===== config.mk =====
export PLATFORM = sky130hd
export DESIGN_NAME = conv_stream_framer_flat
export DESIGN_NICKNAME = d
export VERILOG_FILES = /design/src/rtl/conv_stream_framer_if.sv /design/src/rtl/conv_stream_framer.sv /design/src/flat_wrapper.sv
export SDC_FILE = /design/constraint.sdc
export NUM_CORES = 1
export LEC_CHECK = 0
export BUFFER_PORTS_ARGS = -buffer_cell sky130_fd_sc_hd__buf_2
export CAP_MARGIN = 40
export CORE_MARGIN = 2
export CORE_UTILIZATION = 25
export DETAILED_ROUTE_END_ITERATION = 10
export PLACE_DENSITY_LB_ADDON = 0.1
export SLEW_MARGIN = 15
export SYNTH_ARGS = -nofsm -noshare
export SYNTH_HDL_FRONTEND = slang
export SYNTH_SLANG_ARGS = --single-unit
export TNS_END_PERCENT = 100

===== constraint.sdc =====
create_clock -name clk -period 2.88 [get_ports clk]
set_input_delay 0 -clock clk [delete_from_list [all_inputs] [get_ports clk]]
set_output_delay 0 -clock clk [all_outputs]
set_load 0.05 [all_outputs]

===== src/rtl/conv_stream_framer_if.sv =====
// Pixel stream bundle for the framer: kernel-side input stream plus FWFT output handshake.
interface conv_stream_framer_if #(parameter int PIXEL_DEPTH = 8);
  logic                   sof_i;
  logic                   valid_i;
  logic [PIXEL_DEPTH-1:0] input_R, input_G, input_B;
  logic                   ready_i;
  logic                   valid_o;
  logic [PIXEL_DEPTH-1:0] output_R, output_G, output_B;
  logic                   sof_o, eol_o, eof_o;

  modport master (
    output sof_i, valid_i, input_R, input_G, input_B, ready_i,
    input  valid_o, output_R, output_G, output_B, sof_o, eol_o, eof_o
  );
  modport slave (
    input  sof_i, valid_i, input_R, input_G, input_B, ready_i,
    output valid_o, output_R, output_G, output_B, sof_o, eol_o, eof_o
  );
endinterface


===== src/rtl/conv_stream_framer.sv =====
// Tracks frame position of the kernel output stream, blanks incomplete-window border pixels,
// tags sof/eol/eof and buffers entries in a first-word-fall-through FIFO.
module conv_stream_framer #(
  parameter int LINE_WIDTH   = 640,
  parameter int FRAME_HEIGHT = 480,
  parameter int PIXEL_DEPTH  = 8,
  parameter int KERNEL_SIZE  = 3,
  parameter int FIFO_DEPTH   = 16,
  localparam int CW = $clog2(LINE_WIDTH),
  localparam int RW = $clog2(FRAME_HEIGHT),
  localparam int AW = $clog2(FIFO_DEPTH),
  localparam int LW = AW + 1
) (
  input  logic                   clk,
  input  logic                   rst,
  conv_stream_framer_if.slave    bus,
  output logic [CW-1:0]          col_o,
  output logic [RW-1:0]          row_o,
  output logic [LW-1:0]          level_o,
  output logic                   overflow_o
);

  typedef struct packed {
    logic                   sof;
    logic                   eol;
    logic                   eof;
    logic [PIXEL_DEPTH-1:0] r;
    logic [PIXEL_DEPTH-1:0] g;
    logic [PIXEL_DEPTH-1:0] b;
  } entry_t;

  logic [CW-1:0] col_q, col_d, cur_col;
  logic [RW-1:0] row_q, row_d, cur_row;
  logic [AW-1:0] wr_ptr_q, wr_ptr_d, rd_ptr_q, rd_ptr_d;
  logic [LW-1:0] level_q, level_d;
  logic          overflow_q, overflow_d;
  entry_t        mem_q [FIFO_DEPTH];
  entry_t        entry_d, head;
  logic          full, pop, push, drop, blank, last_col, last_row;

  // sof_i forces the current pixel to (0,0) regardless of the running counters
  always_comb begin
    cur_col  = bus.sof_i ? '0 : col_q;
    cur_row  = bus.sof_i ? '0 : row_q;
    last_col = (cur_col == CW'(LINE_WIDTH - 1));
    last_row = (cur_row == RW'(FRAME_HEIGHT - 1));
    col_d    = cur_col;
    row_d    = cur_row;
    if (bus.valid_i) begin
      if (last_col) begin
        col_d = '0;
        row_d = last_row ? '0 : cur_row + RW'(1);
      end else begin
        col_d = cur_col + CW'(1);
      end
    end
  end

  always_comb begin
    blank       = (cur_col < CW'(KERNEL_SIZE - 1)) || (cur_row < RW'(KERNEL_SIZE - 1));
    entry_d.sof = (cur_col == '0) && (cur_row == '0);
    entry_d.eol = last_col;
    entry_d.eof = last_col && last_row;
    entry_d.r   = blank ? '0 : bus.input_R;
    entry_d.g   = blank ? '0 : bus.input_G;
    entry_d.b   = blank ? '0 : bus.input_B;
  end

  // Push is allowed at full when the head leaves in the same cycle
  always_comb begin
    full       = (level_q == LW'(FIFO_DEPTH));
    pop        = (level_q != '0) && bus.ready_i;
    push       = bus.valid_i && (!full || pop);
    drop       = bus.valid_i && !push;
    wr_ptr_d   = push ? wr_ptr_q + AW'(1) : wr_ptr_q;
    rd_ptr_d   = pop  ? rd_ptr_q + AW'(1) : rd_ptr_q;
    level_d    = level_q + LW'(push) - LW'(pop);
    overflow_d = (overflow_q && !bus.sof_i) || drop;
  end

  always_ff @(posedge clk) begin
    if (rst) begin
      col_q      <= '0;
      row_q      <= '0;
      wr_ptr_q   <= '0;
      rd_ptr_q   <= '0;
      level_q    <= '0;
      overflow_q <= 1'b0;
    end else begin
      col_q      <= col_d;
      row_q      <= row_d;
      wr_ptr_q   <= wr_ptr_d;
      rd_ptr_q   <= rd_ptr_d;
      level_q    <= level_d;
      overflow_q <= overflow_d;
    end
  end

  // Storage needs no reset: the pointers and level decide what is visible
  always_ff @(posedge clk) begin
    if (push && !rst) mem_q[wr_ptr_q] <= entry_d;
  end

  always_comb begin
    head         = mem_q[rd_ptr_q];
    bus.valid_o  = (level_q != '0);
    bus.output_R = bus.valid_o ? head.r   : '0;
    bus.output_G = bus.valid_o ? head.g   : '0;
    bus.output_B = bus.valid_o ? head.b   : '0;
    bus.sof_o    = bus.valid_o ? head.sof : 1'b0;
    bus.eol_o    = bus.valid_o ? head.eol : 1'b0;
    bus.eof_o    = bus.valid_o ? head.eof : 1'b0;
  end

  assign col_o      = col_q;
  assign row_o      = row_q;
  assign level_o    = level_q;
  assign overflow_o = overflow_q;

endmodule

===== src/flat_wrapper.sv =====
// flat-port wrapper written by rule: the top's interface ports become plain ports
module conv_stream_framer_flat 
#(
  parameter int LINE_WIDTH   = 640,
  parameter int FRAME_HEIGHT = 480,
  parameter int PIXEL_DEPTH  = 8,
  parameter int KERNEL_SIZE  = 3,
  parameter int FIFO_DEPTH   = 16,
  localparam int CW = $clog2(LINE_WIDTH),
  localparam int RW = $clog2(FRAME_HEIGHT),
  localparam int AW = $clog2(FIFO_DEPTH),
  localparam int LW = AW + 1
)
  (clk, rst, col_o, row_o, level_o, overflow_o, bus_sof_i, bus_valid_i, bus_input_R, bus_input_G, bus_input_B, bus_ready_i, bus_valid_o, bus_output_R, bus_output_G, bus_output_B, bus_sof_o, bus_eol_o, bus_eof_o);
  conv_stream_framer_if #(.PIXEL_DEPTH(PIXEL_DEPTH)) bus_i ();
  input  logic clk;
  input  logic rst;
  output logic [CW-1:0] col_o;
  output logic [RW-1:0] row_o;
  output logic [LW-1:0] level_o;
  output logic overflow_o;
  input wire logic [$bits(bus_i.sof_i)-1:0] bus_sof_i;
  input wire logic [$bits(bus_i.valid_i)-1:0] bus_valid_i;
  input wire logic [$bits(bus_i.input_R)-1:0] bus_input_R;
  input wire logic [$bits(bus_i.input_G)-1:0] bus_input_G;
  input wire logic [$bits(bus_i.input_B)-1:0] bus_input_B;
  input wire logic [$bits(bus_i.ready_i)-1:0] bus_ready_i;
  output wire logic [$bits(bus_i.valid_o)-1:0] bus_valid_o;
  output wire logic [$bits(bus_i.output_R)-1:0] bus_output_R;
  output wire logic [$bits(bus_i.output_G)-1:0] bus_output_G;
  output wire logic [$bits(bus_i.output_B)-1:0] bus_output_B;
  output wire logic [$bits(bus_i.sof_o)-1:0] bus_sof_o;
  output wire logic [$bits(bus_i.eol_o)-1:0] bus_eol_o;
  output wire logic [$bits(bus_i.eof_o)-1:0] bus_eof_o;
  assign bus_i.sof_i = bus_sof_i;
  assign bus_i.valid_i = bus_valid_i;
  assign bus_i.input_R = bus_input_R;
  assign bus_i.input_G = bus_input_G;
  assign bus_i.input_B = bus_input_B;
  assign bus_i.ready_i = bus_ready_i;
  assign bus_valid_o = bus_i.valid_o;
  assign bus_output_R = bus_i.output_R;
  assign bus_output_G = bus_i.output_G;
  assign bus_output_B = bus_i.output_B;
  assign bus_sof_o = bus_i.sof_o;
  assign bus_eol_o = bus_i.eol_o;
  assign bus_eof_o = bus_i.eof_o;
  conv_stream_framer #(.LINE_WIDTH(LINE_WIDTH), .FRAME_HEIGHT(FRAME_HEIGHT), .PIXEL_DEPTH(PIXEL_DEPTH), .KERNEL_SIZE(KERNEL_SIZE), .FIFO_DEPTH(FIFO_DEPTH)) u_core (.clk(clk), .rst(rst), .bus(bus_i), .col_o(col_o), .row_o(row_o), .level_o(level_o), .overflow_o(overflow_o));
endmodule

# ---- Word-level counts from Yosys, hierarchy flattened
# Memories as Yosys holds them, arrays and structs flattened. A register that Yosys moved wholly into a read port is not among the register bits.
# Index checks and enable logic that the tools add are counted.
dict set report classes {
  muxes 20
  order_cmp 2
  reduce_logical 17
  n_eq_ne 3
  n_addsub 6
}
# op n
set ops {}
lappend ops {{2-to-1 mux 8 bit} 6}
lappend ops {{2-to-1 mux 9 bit} 4}
lappend ops {{2-to-1 mux 10 bit} 3}
lappend ops {{adder 10 x 1 -> 10 bit, second input constant} 1}
lappend ops {{equality test 10 bit, second input constant} 1}
lappend ops {{zero test 10 bit} 1}
lappend ops {{< comparator 10 x 2 -> 1 bit, second input constant} 1}
lappend ops {{adder 9 x 1 -> 9 bit, second input constant} 1}
lappend ops {{equality test 9 bit, second input constant} 1}
lappend ops {{zero test 9 bit} 1}
lappend ops {{< comparator 9 x 2 -> 1 bit, second input constant} 1}
lappend ops {{adder 4 x 1 -> 4 bit, second input constant} 2}
lappend ops {{2-to-1 mux 4 bit} 2}
lappend ops {{logical AND 1 bit} 7}
lappend ops {{adder 5 x 1 -> 5 bit} 1}
lappend ops {{equality test 5 bit, second input constant} 1}
lappend ops {{2-to-1 mux 1 bit} 5}
lappend ops {{nonzero test 5 bit} 1}
lappend ops {{subtractor 5 x 1 -> 5 bit} 1}
lappend ops {{zero test 1 bit} 4}
lappend ops {{logical OR 1 bit} 3}
dict set report totals {
  ramBits 432
  inputBits 29
  register_bits 33
  n_memories 1
  out_inout_bits 53
  wordCells 55
}
# memory words word_bits rd rd_ports_with_merged_regs write_ports line
set mem_list {}
lappend mem_list {u_core.mem_q 16 27 1 1 1 conv_stream_framer.sv:37} ;# entry_t mem_q [FIFO_DEPTH];

# ---- Depth between registers and ports, before layout
dict set report depth {
  depth_word 7
  mapped_depth 14
  depth_no_buf 14
}

# ---- Worst setup path before layout
# Ideal clock, no wire load.
dict set report synth_path {
  path_kind {flip-flop to flip-flop}
  from {register u_core.level_q[2], in the netlist u_core.level_o[2]}
  to {memory u_core.mem_q[0][0] (netlist bit) (enable)}
  slack_ns -0.371
  n_path_buf 1
  required_ns 2.469
  period_less_slack_ns 3.251
  setup_ns 0.411
  arrival_time_ns 2.841
  stages_incl_launch_ff 8
  path_cell_list {dfxtp_1 > inv_1 > ha_1 > or3b_1 > o21a_1 > clkbuf_1 > nand2_1 > nor2_1}
}
dict set report synth_between {
  elab_chain_len 7
  elab_cells_between_ends 9
  classes_between {eq/ne: 1; mux: 2; reduce/logical: 6}
}
# element line
set synth_rtl {}
lappend synth_rtl {{from (decl)} conv_stream_framer.sv:35} ;# logic [LW-1:0] level_q, level_d;
lappend synth_rtl {{from (signal assigned)} conv_stream_framer.sv:94} ;# level_q <= level_d;
lappend synth_rtl {{equality test 5 bit / nonzero test 5 bit (equally long branches)} {conv_stream_framer.sv:71, conv_stream_framer.sv:72}}
lappend synth_rtl {{zero test 1 bit / logical AND 1 bit (equally long branches)} {conv_stream_framer.sv:73, conv_stream_framer.sv:72}}
lappend synth_rtl {{logical OR 1 bit *} conv_stream_framer.sv:73} ;# push = bus.valid_i && (!full || pop);
lappend synth_rtl {{logical AND 1 bit *} conv_stream_framer.sv:73}
lappend synth_rtl {{logical AND 1 bit *} conv_stream_framer.sv:101} ;# if (push && !rst) mem_q[wr_ptr_q] <= entry_d;
lappend synth_rtl {{2-to-1 mux 1 bit *} conv_stream_framer.sv:101}
lappend synth_rtl {{2-to-1 mux 1 bit (implied by the code) *} conv_stream_framer.sv:101}
lappend synth_rtl {{to (decl)} conv_stream_framer.sv:37}
# Every way passes the cells marked *; elsewhere a longest branch is shown, timed or not.

# ---- Worst setup path after layout
dict set report layout_path {
  from {register u_core.level_q[2], in the netlist u_core.level_o[2]}
  to {register u_core.level_q[4], in the netlist u_core.level_o[4]}
}
dict set report layout_between {
  elab_chain_len 6
  elab_cells_between_ends 8
  classes_between {add/sub: 2; eq/ne: 1; reduce/logical: 5}
}
# element line
set layout_rtl {}
lappend layout_rtl {{nonzero test 5 bit *} conv_stream_framer.sv:72} ;# pop = (level_q != '0) && bus.ready_i;
lappend layout_rtl {{logical AND 1 bit *} conv_stream_framer.sv:72}
lappend layout_rtl {{via u_core.pop} conv_stream_framer.sv:39} ;# logic full, pop, push, drop, blank, last_col, last_row;
lappend layout_rtl {{logical OR 1 bit} conv_stream_framer.sv:73}
lappend layout_rtl {{logical AND 1 bit} conv_stream_framer.sv:73}
lappend layout_rtl {{adder 5 x 1 -> 5 bit} conv_stream_framer.sv:77} ;# level_d = level_q + LW'(push) - LW'(pop);
lappend layout_rtl {{subtractor 5 x 1 -> 5 bit *} conv_stream_framer.sv:77}
# Mark *: on every way through the listed nets, which the timed path passes. The rest lies on a longest branch.
# A chain may end at the register's enable or synchronous reset.

==> out/qor.json <==
{
  "global_route": {
    "grt_max_degree": 39,
    "grt_util_all_layers": 0.133,
    "grt_pass1_vias": 10100,
    "grt_pass1_wl_um": 72100,
    "total_global_routing_overflow": 0,
    "antenna_found_initial": 0
  },
  "power_and_ir_drop": {
    "netSwitchingPower_mw": 5.26,
    "total_power_mw": 17.8,
    "power.static_leakage_nw": 7.56,
    "power.switching_fraction": 0.296,
    "power.combinational.fraction": 0.201,
    "worst_ir_drop_vdd_v": 0.000494,
    "power_density_mw_per_mm2": 777,
    "share_seq_of_total_power": 0.425,
    "power_report.internal_total_mw": 12.5,
    "power_frac_clock": 0.374
  },
  "clock_tree": {
    "clk_root_buffer_cell": "clkbuf_16",
    "clock_latency_ps": 600,
    "max-clock-path-buffers": 3,
    "clock_tree_from_tritoncts": "yes",
    "cts_buf_count": 52,
    "clock_sink_count": 469,
    "clk_pin_slew_worst_paths_ps": 60,
    "h-tree-depth": 2
  },
  "setup_path": {
    "arrival_time_at_the_worst_endpoint_ps": 3240,
    "critPathTopFamily": "adder cells",
    "worstSetupStartpointType": "flop",
    "worst_setup_path_startpoint": "u_core.level_o[2]",
    "critPathRequiredTime_ps": 3400,
    "crit_fanout": 3,
    "crit_path_max_incr_delay_ps": 360,
    "worst_r2r_startpoint": "u_core.level_o[2]",
    "timing.critical_path.to_type": "flop",
    "cpMaxStageDelayCell": "or3_1",
    "critical_path.most_common_cell": "inv_1",
    "critical_path_class": "flop to flop",
    "crit_path_cell_trace": "inv_1 -> ha_2 -> nor4b_4 -> bufinv_8 -> nand2_2 -> inv_1 -> ha_1 -> inv_1 -> ha_2 -> fa_2 -> a21oi_2 -> nor2_1 -> or3_1 -> a21oi_2",
    "reg2reg_setup_slack_ps": 160,
    "crit_path_buffers_inverters": 4
  },
  "floorplan": {
    "initial_core_util": 0.252,
    "core.rowCount": 99,
    "design.core.area_mm2": 0.0730,
    "dieHeight_um": 275,
    "die_width_um": 275,
    "fp.dieArea_mm2": 0.0758,
    "pin_count": 82
  },
  "sta": {
    "layout_min_cycle_time_ps": 2720,
    "max_slew.worst_pin.slew_ps": 659,
    "final_hold_viol_count": 0,
    "fin_max_slew_vios": 0,
    "relSlewSlack": 0.560,
    "post-route-period-util": 0.943,
    "rsz_0062_raised_after_global_routing": "true",
    "report.final.setup_viol": 0,
    "max_freq_mhz": 368,
    "finalClockSkew_ps": 23.4
  },
  "synthesis": {
    "ys.warnings.count": 0,
    "synth_seq_cells": 469,
    "syn-instance-count": 945,
    "yosys-top-cells-area": "edfxtp_1, mux4_2, dfxtp_1",
    "synth_async_sr_flop_share": 0,
    "number_of_flops_mapped_to_enable_cells_by_yosys": 432,
    "synth_largest_area_cell": "edfxtp_1",
    "postSynthNetCount": 990,
    "synth-seq-area-share": 0.745,
    "synth.cells.most_frequent": "edfxtp_1, mux4_2, a22oi_1",
    "yosys.cell_count.top_type": "edfxtp_1",
    "yosysTopAreaCellShare": 0.705,
    "synthesis.area_per_instance_um2": 19.5,
    "netlist_area_pre_place_mm2": 0.0184,
    "ys_types": 45,
    "ys.flop_type": "edfxtp_1"
  },
  "drt": {
    "drt-pass1-iter-count": 5,
    "finalWirelength_um": 49400,
    "route.detailed.wl_per_inst_um": 23.2,
    "remaining_drc_errors": 0,
    "drt_iter0_markers": 652,
    "drt.antenna.violating_nets": 0,
    "dr_total_vias": 9375,
    "vias_per_cell": 4.41
  },
  "min_path": {
    "hp-class": "input port to flop",
    "timing.hold.worst.start": "bus_input_R[6]"
  },
  "placed_design": {
    "place.port_buffers": 81,
    "detailedPlacementHpwl_um": 27300,
    "dp.cells": 2006,
    "gp_congestion": 0.696,
    "placed_area_mm2": 0.0208
  },
  "cells_and_area": {
    "finish.instance_area_mm2": 0.0229,
    "nNetsFinal": 1172,
    "area.growth.synth_to_final_pct": 24.2,
    "antennaDiodeCount": 0,
    "post_layout_nonfiller_instances": 2128,
    "drive_gt1_frac": 0.332
  },
  "run_status": {
    "status": "finished, final reports clean"
  },
  "run": {
    "drv_cap": 0
  }
}
==> stage by stage <==
stage | hold WS [ps] | setup TNS, ps | setup WS (ps) | util
floorplan | 176 | -42820 | -142 | -
global placement | 387 | 0 | 88.7 | 0.284
detailed placement | 392 | 0 | 63.7 | 0.285
CTS | 0.546 | 0 | 23.5 | 0.311
global route | 49.0 | -3.99 | -2.50 | 0.313
finish | 30.5 | 0 | 163 | 0.313
==> worst reg2reg max path: stages (launching register included) <==
cell and delay (ps):
dfxtp_4 350, inv_1 70, ha_2 180, nor4b_4 210
bufinv_8 220, nand2_2 60, inv_1 40, ha_1 260
inv_1 40, ha_2 180, fa_2 350, a21oi_2 150
nor2_1 60, or3_1 360, a21oi_2 120
==> power by group through the flow <==
stage	clock network, mW	logic, mW	registers (mW)
global route	7.11	3.84	7.57
finish	6.64	3.57	7.56
CTS	6.87	3.53	7.56
floorplan	0	2.22	7.77
detailed placement	0	3.47	7.70
global placement	0	3.49	7.70
==> kinds of logic after synthesis <==
kind of cell             after synthesis  share of synthesized area
XOR/XNOR                              16                    0.00761
AO/OA/AOI/OAI                         78                     0.0300
multiplexers                         115                      0.136
flip-flops                           469                      0.745
buffers and inverters                 67                     0.0160
adder cells (fa/ha/maj)               16                     0.0113
AND/OR/NAND/NOR                      184                     0.0540
==> final timing paths <==
kind | end | cells after the start
max | u_core.level_o[4] | 14
min | u_core.mem_q[0][22] | 2
max reg2reg | u_core.level_o[4] | 14
min reg2reg | u_core.rd_ptr_q[3] | 2
==> final cells by class <==
class / count / area (µm²)
clock buffers: 63 / 1340
clock inverters: 33 / 345
fillers: 7072 / 50100
inverters: 20 / 88.8
multi-input cells: 409 / 4640
flip-flops and latches: 469 / 13700
well taps: 959 / 1200
repair buffers: 175 / 1500
==> flip-flops by register name, indices dropped and copies added, names as in the netlist, named ones only <==
name               flops
u_core.row_o           9
u_core.col_o          10
u_core.rd_ptr_q        4
u_core.overflow_o      1
u_core.wr_ptr_q        4
u_core.mem_q         432
u_core.level_o         5
==> cells in the final DEF, fill, tap and decap left out, types with 4 or more instances in the layout <==
| cell type | instances |
|---|---|
| a21oi_1 | 10 |
| a22oi_1 | 43 |
| a22oi_2 | 12 |
| and2_1 | 25 |
| and4b_1 | 6 |
| buf_12 | 21 |
| buf_2 | 72 |
| buf_4 | 55 |
| bufinv_16 | 6 |
| clkbuf_1 | 11 |
| clkbuf_16 | 52 |
| clkinv_1 | 11 |
| clkinv_2 | 8 |
| clkinvlp_4 | 4 |
| dfxtp_1 | 30 |
| dfxtp_4 | 5 |
| dlygate4sd3_1 | 22 |
| edfxtp_1 | 432 |
| ha_1 | 13 |
| inv_1 | 19 |
| mux2i_1 | 5 |
| mux4_2 | 108 |
| nand2_1 | 48 |
| nand3_1 | 12 |
| nand4_1 | 8 |
| nor2_1 | 28 |
| nor2_4 | 16 |
| nor2b_1 | 6 |
| nor3_1 | 5 |
| or4_1 | 5 |
| xnor2_1 | 7 |
| xor2_1 | 9 |
==> per-layer routing <==
layer,track usage,wire length (µm),share of wire,vias to the layer above
li1,-,-,-,4211
met1,0.192,23700,0.48,4930
met2,0.208,22700,0.46,169
met3,0.0223,1970,0.040,65
met4,0.0346,1040,0.021,0
met5,0,0,0,-
==> repair_timing <==
| item | in CTS | in global routing |
|---|---|---|
| setup endpoints to repair | 27 | 17 |
| endpoints found under the hold margin | 285 | 0 |
| hold buffers | 22 | 0 |
| setup buffers | 2 | 1 |
| gates resized for setup | 3 | 34 |
| cloned | 0 | 0 |
| pin swaps | 1 | 6 |
No activity file was read; power rests on OpenSTA's default activity.
